[config.mk]
export PLATFORM = sky130hd
export DESIGN_NAME = satd_cost_select
export DESIGN_NICKNAME = d
export VERILOG_FILES = /design/src/rtl/fme_pkg.sv /design/src/rtl/satd_cost_select_sat_accum.sv /design/src/rtl/satd_cost_select.sv
export SDC_FILE = /design/constraint.sdc
export NUM_CORES = 1
export LEC_CHECK = 0
export CAP_MARGIN = 20
export CORE_MARGIN = 2
export CORE_UTILIZATION = 51
export CTS_BUF_LIST = sky130_fd_sc_hd__clkbuf_16
export DETAILED_ROUTE_END_ITERATION = 16
export GPL_TIMING_DRIVEN = 0
export PLACE_DENSITY = 0.74
export REMOVE_ABC_BUFFERS = 1
export SYNTH_ARGS = -nofsm -noshare
export SYNTH_HDL_FRONTEND = slang
export SYNTH_SLANG_ARGS = --single-unit
export TNS_END_PERCENT = 20
[constraint.sdc]
create_clock -name clk -period 4.85 [get_ports clk]
set_clock_uncertainty 0.2 [all_clocks]
set_input_delay 0.97 -clock clk [delete_from_list [all_inputs] [get_ports clk]]
set_output_delay 0.97 -clock clk [all_outputs]
set_load 0.01 [all_outputs]
[src/rtl/fme_pkg.sv]
// Shared fractional-motion-estimation definitions: stage data widths and the
// cost-select FSM encoding used by the transform and input stages.
package fme_pkg;

  localparam int SATD_W    = 16;
  localparam int MV_COST_W = 8;
  localparam int IDX_W     = 4;

  typedef enum logic [1:0] {
    ST_IDLE  = 2'd0,
    ST_ACCUM = 2'd1,
    ST_CMP   = 2'd2,
    ST_DONE  = 2'd3
  } fme_state_t;

endpackage

[src/rtl/satd_cost_select_sat_accum.sv]
// Saturating COST_W-bit accumulator with synchronous clear; the clear wins
// over a same-cycle add so a new candidate always starts from zero.
module sat_accum
  import fme_pkg::*;
#(
  parameter int COST_W = 20
) (
  input  logic              clk,
  input  logic              rst,
  input  logic              clr,
  input  logic              en,
  input  logic [SATD_W-1:0] din,
  output logic [COST_W-1:0] acc
);

  logic [COST_W:0]   sum_wide;
  logic [COST_W-1:0] sum_sat;

  // NOTE: every signal assigned in always_comb gets a value on every path,
  // otherwise synthesis infers a latch to remember the old value.
  always_comb begin
    sum_wide = {1'b0, acc} + (COST_W + 1)'(din);
    sum_sat  = sum_wide[COST_W] ? '1 : sum_wide[COST_W-1:0];
  end

  // NOTE: state updates use non-blocking assignments so all flops sample
  // their inputs from the same clock edge regardless of statement order.
  always_ff @(posedge clk or negedge rst) begin
    if (!rst) begin
      acc <= '0;
    end else if (clr) begin
      acc <= '0;
    end else if (en) begin
      acc <= sum_sat;
    end
  end

endmodule

[src/rtl/satd_cost_select.sv]
// Accumulates SUBBLK 4x4 SATD values plus an MV rate cost per fractional-pel
// candidate and reports the index and cost of the cheapest one.
module satd_cost_select
  import fme_pkg::*;
#(
  parameter int NUM_CAND = 9,
  parameter int SUBBLK   = 4,
  parameter int COST_W   = 20
) (
  input  logic                 clk,
  input  logic                 rst,
  input  logic                 start,
  input  logic                 satd_valid,
  input  logic [SATD_W-1:0]    satd_in,
  input  logic [MV_COST_W-1:0] mv_cost,
  output logic                 satd_ready,
  output logic                 busy,
  output logic                 done,
  output logic [IDX_W-1:0]     best_idx,
  output logic [COST_W-1:0]    best_cost
);

  localparam int                SUB_W     = (SUBBLK > 1) ? $clog2(SUBBLK) : 1;
  localparam logic [SUB_W-1:0]  LAST_SUB  = SUB_W'(SUBBLK - 1);
  localparam logic [IDX_W-1:0]  LAST_CAND = IDX_W'(NUM_CAND - 1);

  fme_state_t             state;
  logic [SUB_W-1:0]       sub_cnt;
  logic [IDX_W-1:0]       cand_cnt;
  logic [MV_COST_W-1:0]   mv_hold;
  logic [COST_W-1:0]      acc;
  logic [COST_W:0]        total_wide;
  logic [COST_W-1:0]      total;
  logic                   xfer;
  logic                   acc_clr;

  assign xfer    = satd_valid && satd_ready;
  assign acc_clr = ((state == ST_IDLE) && start) ||
                   ((state == ST_CMP) && (cand_cnt != LAST_CAND));

  sat_accum #(.COST_W(COST_W)) u_accum (
    .clk (clk),
    .rst (rst),
    .clr (acc_clr),
    .en  (xfer),
    .din (satd_in),
    .acc (acc)
  );

  // Adding the MV cost can also overflow when the SATD sum is near the cap.
  always_comb begin
    total_wide = {1'b0, acc} + (COST_W + 1)'(mv_hold);
    total      = total_wide[COST_W] ? '1 : total_wide[COST_W-1:0];
  end

  always_ff @(posedge clk or negedge rst) begin
    if (!rst) begin
      state      <= ST_IDLE;
      sub_cnt    <= '0;
      cand_cnt   <= '0;
      mv_hold    <= '0;
      satd_ready <= 1'b0;
      busy       <= 1'b0;
      done       <= 1'b0;
      best_idx   <= '0;
      best_cost  <= '0;
    end else begin
      done <= 1'b0;
      case (state)
        ST_IDLE: begin
          if (start) begin
            state      <= ST_ACCUM;
            sub_cnt    <= '0;
            cand_cnt   <= '0;
            satd_ready <= 1'b1;
            busy       <= 1'b1;
          end
        end
        ST_ACCUM: begin
          if (xfer) begin
            if (sub_cnt == '0) mv_hold <= mv_cost;
            sub_cnt <= sub_cnt + SUB_W'(1);
            if (sub_cnt == LAST_SUB) begin
              state      <= ST_CMP;
              satd_ready <= 1'b0;
            end
          end
        end
        ST_CMP: begin
          // Strict less-than keeps the lower index on ties.
          if ((cand_cnt == '0) || (total < best_cost)) begin
            best_cost <= total;
            best_idx  <= cand_cnt;
          end
          if (cand_cnt == LAST_CAND) begin
            state <= ST_DONE;
            done  <= 1'b1;
          end else begin
            cand_cnt   <= cand_cnt + IDX_W'(1);
            sub_cnt    <= '0;
            state      <= ST_ACCUM;
            satd_ready <= 1'b1;
          end
        end
        ST_DONE: begin
          state <= ST_IDLE;
          busy  <= 1'b0;
        end
        default: begin
          state      <= ST_IDLE;
          satd_ready <= 1'b0;
          busy       <= 1'b0;
        end
      endcase
    end
  end

endmodule

==> metrics <==
worst reg2reg path startpoint u_accum.acc[0]$_DFFE_PN0P_; diode insertion count for antenna repair 0; hpwl dp 7430 um; vias per cell 5.79; final critical path time including I/O delays and setup 4.64 ns; R2R Path End best_idx[0]$_DFFE_PN0P_; timing endpoint of the critical path best_idx[0]$_DFFE_PN0P_; number of clock sinks seen by CTS 63; area of the die 9720 um2; global-route congestion overflow total 0; deepest clock path buffer count 2; Total Neg Setup Slack 0 ns; final layout net count 608; Slew Limit Fails 0; total DRC errors in the routed layout 0; main area contributors after synthesis sky130_fd_sc_hd__dfrtp_1, sky130_fd_sc_hd__ha_1, sky130_fd_sc_hd__mux2_4, sky130_fd_sc_hd__a21oi_1, sky130_fd_sc_hd__o21ai_0; overall power consumption 4.05 mW; number of nets with antenna violations after detailed routing 0; area overhead of the layout relative to synthesis 22.2%; # Max-Cap Violations 0; total routing usage reported by global routing 0.221; count of port buffers added during placement 54; number of buffers added by the clock tree synthesis step 9; I/O pins 55; R2R cell count 15; crit path max fanout 15; Yosys cell types 59; global-route wire length before repair 17,500 um; initial antenna violation count 0; count of flip-flops with a built-in enable after synthesis 0; critical path launch point u_accum.acc[0]$_DFFE_PN0P_; routed wire length 10,200 um; startpoint types register; result of the run complete, no violations; kind of capture point of the worst setup path register; actual transition at the worst max-transition pin 0.780 ns; hold slack 0.297 ns; proportion of layout cells with a drive suffix above 1 0.119; Mapped Cells 476; Max H-tree Level 3; critical setup path kind reg2reg; area of the core 8680 um2; area of all placed cells without fillers 5580 um2; most common library cell in the layout ignoring fill and taps sky130_fd_sc_hd__dfrtp_1; Core Rows 34; Yosys Warn Count 0; First DRT Iteration DRCs 193; cell area after synthesis 4560 um2; root buffer cell sky130_fd_sc_hd__clkbuf_16; part of the Yosys area used for sequential elements 0.345; average size of a mapped cell 9.59 um2; LEAKAGE 2.45 nW; global placer's final weighted congestion 0.826; count of endpoints failing hold in the final timing report 0; number of register bits inferred by synthesis 63; iteration count of the initial detailed-routing pass 4; area of the multi-input gates 2810 um2; number of global-route vias before repair 3,717; r2r setup slk 0.21 ns; CTS tree yes; utilization after layout 0.643; post-synth top area share 0.345; cell area after placement 5170 um2; largest area contributor in the netlist sky130_fd_sc_hd__dfrtp_1; Slew headroom 0.480; Fmax 215 MHz; initial cell density of the core 0.526; width of the die 98.6 um; flip-flop and latch area 1580 um2; power per cell area 726 nW/um2; clock network latency to the later pin of the worst-skew pair 0.33 ns; worst min-delay path category reg2reg; required time worst endpoint 4.86 ns; commonest non-fill, non-tap cells in the layout sky130_fd_sc_hd__dfrtp_1, sky130_fd_sc_hd__clkdlybuf4s50_1, sky130_fd_sc_hd__ha_1, sky130_fd_sc_hd__a21oi_1, sky130_fd_sc_hd__o21ai_0; Filler cells 697; final-report setup violation count 0; leading register cell type out of synthesis sky130_fd_sc_hd__dfrtp_1; maximum number of pins on one net before global-route repair 64; Avg WL per Cell 15.8 um; period utilization 0.957; Clock Pin Slew Worst Setup and Hold Paths 0.05 ns; die span in y 98.6 um; Via Count 3,731; Worst EP arrival 4.65 ns; ys async rst share 1.00; worst-case vdd ir drop 0.362 mV
## sequential cells by signal (all words and copies together) (netlist names)
register / cells
state: 2
sub_cnt: 2
done: 1
best_cost: 20
u_accum.acc: 20
cand_cnt: 4
satd_ready: 1
mv_hold: 8
busy: 1
best_idx: 4
## synthesized netlist by cell type, types with 3 or more instances
| library cell | n |
|---|---|
| sky130_fd_sc_hd__a21oi_1 | 44 |
| sky130_fd_sc_hd__mux2_2 | 14 |
| sky130_fd_sc_hd__xnor2_1 | 10 |
| sky130_fd_sc_hd__nand2b_1 | 6 |
| sky130_fd_sc_hd__a41oi_1 | 5 |
| sky130_fd_sc_hd__dfrtp_1 | 63 |
| sky130_fd_sc_hd__nor2b_1 | 4 |
| sky130_fd_sc_hd__clkbuf_1 | 6 |
| sky130_fd_sc_hd__ha_1 | 47 |
| sky130_fd_sc_hd__a22o_1 | 4 |
| sky130_fd_sc_hd__o22ai_1 | 5 |
| sky130_fd_sc_hd__a31oi_1 | 7 |
| sky130_fd_sc_hd__o21ai_0 | 40 |
| sky130_fd_sc_hd__nor2_1 | 21 |
| sky130_fd_sc_hd__nand2_1 | 35 |
| sky130_fd_sc_hd__buf_2 | 3 |
| sky130_fd_sc_hd__mux2_4 | 20 |
| sky130_fd_sc_hd__o211ai_1 | 3 |
| sky130_fd_sc_hd__a211oi_1 | 5 |
| sky130_fd_sc_hd__xor2_1 | 9 |
| sky130_fd_sc_hd__nand3_1 | 11 |
| sky130_fd_sc_hd__mux2i_1 | 3 |
| sky130_fd_sc_hd__nand4_1 | 9 |
| sky130_fd_sc_hd__inv_1 | 35 |
| sky130_fd_sc_hd__and3_1 | 3 |
| sky130_fd_sc_hd__a21o_1 | 11 |
| sky130_fd_sc_hd__o21a_1 | 8 |
| sky130_fd_sc_hd__nor3_1 | 4 |
| sky130_fd_sc_hd__o21bai_1 | 4 |
## worst min path at each step
stage                            from  slack (ns)  depth (start not counted)                     end
3_3_place_gp   sub_cnt[0]$_DFFE_PN0P_        0.29                          1  sub_cnt[0]$_DFFE_PN0P_
5_1_grt        mv_hold[3]$_DFFE_PN0P_        0.34                          1  mv_hold[3]$_DFFE_PN0P_
3_5_place_dp   sub_cnt[0]$_DFFE_PN0P_        0.29                          1  sub_cnt[0]$_DFFE_PN0P_
6_report       sub_cnt[0]$_DFFE_PN0P_        0.30                          1  sub_cnt[0]$_DFFE_PN0P_
4_1_cts        sub_cnt[0]$_DFFE_PN0P_        0.30                          1  sub_cnt[0]$_DFFE_PN0P_
2_1_floorplan  sub_cnt[0]$_DFFE_PN0P_        0.27                          1  sub_cnt[0]$_DFFE_PN0P_
## metal layers
metal	GRT usage	routed length, um
met5	0	0
met4	0.0875	146
met3	0.0241	262
met2	0.348	4840
met1	0.313	4920
## critical path, cell delays in order, from the launching register on
cell and delay, ns:
sky130_fd_sc_hd__dfrtp_1 0.42, sky130_fd_sc_hd__ha_1 0.24, sky130_fd_sc_hd__fa_1 0.41, sky130_fd_sc_hd__a21oi_1 0.19, sky130_fd_sc_hd__nand4b_1 0.16, sky130_fd_sc_hd__a31oi_1 0.16, sky130_fd_sc_hd__o211ai_4 0.39, sky130_fd_sc_hd__a41oi_1 0.28
sky130_fd_sc_hd__ha_1 0.37, sky130_fd_sc_hd__nand4_1 0.16, sky130_fd_sc_hd__nor4_1 0.42, sky130_fd_sc_hd__o211ai_1 0.18, sky130_fd_sc_hd__a21oi_2 0.35, sky130_fd_sc_hd__o21ai_4 0.11, sky130_fd_sc_hd__buf_12 0.17, sky130_fd_sc_hd__mux2_4 0.30
## report_power, final
| part | internal (mW) | switching [mW] |
|---|---|---|
| Combinational | 1.10 | 1.23 |
| Clock | 0.503 | 0.238 |
| Sequential | 0.735 | 0.243 |
## through the flow
stage                     setup WS, ns  cells
after global routing           -0.0386    644
after detailed placement        -0.235    625
final                            0.207    644
after global placement          -0.157    625
after floorplan                  0.379    463
after CTS                      0.00116    642
## repair_timing
item                                   4_1_cts  5_1_grt
hold buffers                                 0        0
resized for setup                            1        2
setup endpoints to repair                   22       22
pin swaps                                    1        2
gates cloned                                 1        0
endpoints found under the hold margin        0        0
setup buffers                                0        2
## kinds of logic after synthesis
| family | Yosys count | synth area share |
|---|---|---|
| compound gates | 149 | 0.205 |
| simple gates | 110 | 0.122 |
| xor+xnor | 19 | 0.0365 |
| fa+ha+maj | 49 | 0.138 |
| mux | 38 | 0.109 |
| buf+inv | 48 | 0.0439 |
| flops | 63 | 0.345 |
## area by class of cell
cell class              count  share of cell area
multi-input cells         366               0.504
flip-flops and latches     63               0.283
repair buffers             56               0.104
clock buffers               9              0.0404
well taps                 108              0.0242
inverters                  35              0.0236
clock inverters             7              0.0215
No activity file was read; power rests on OpenSTA's default activity.
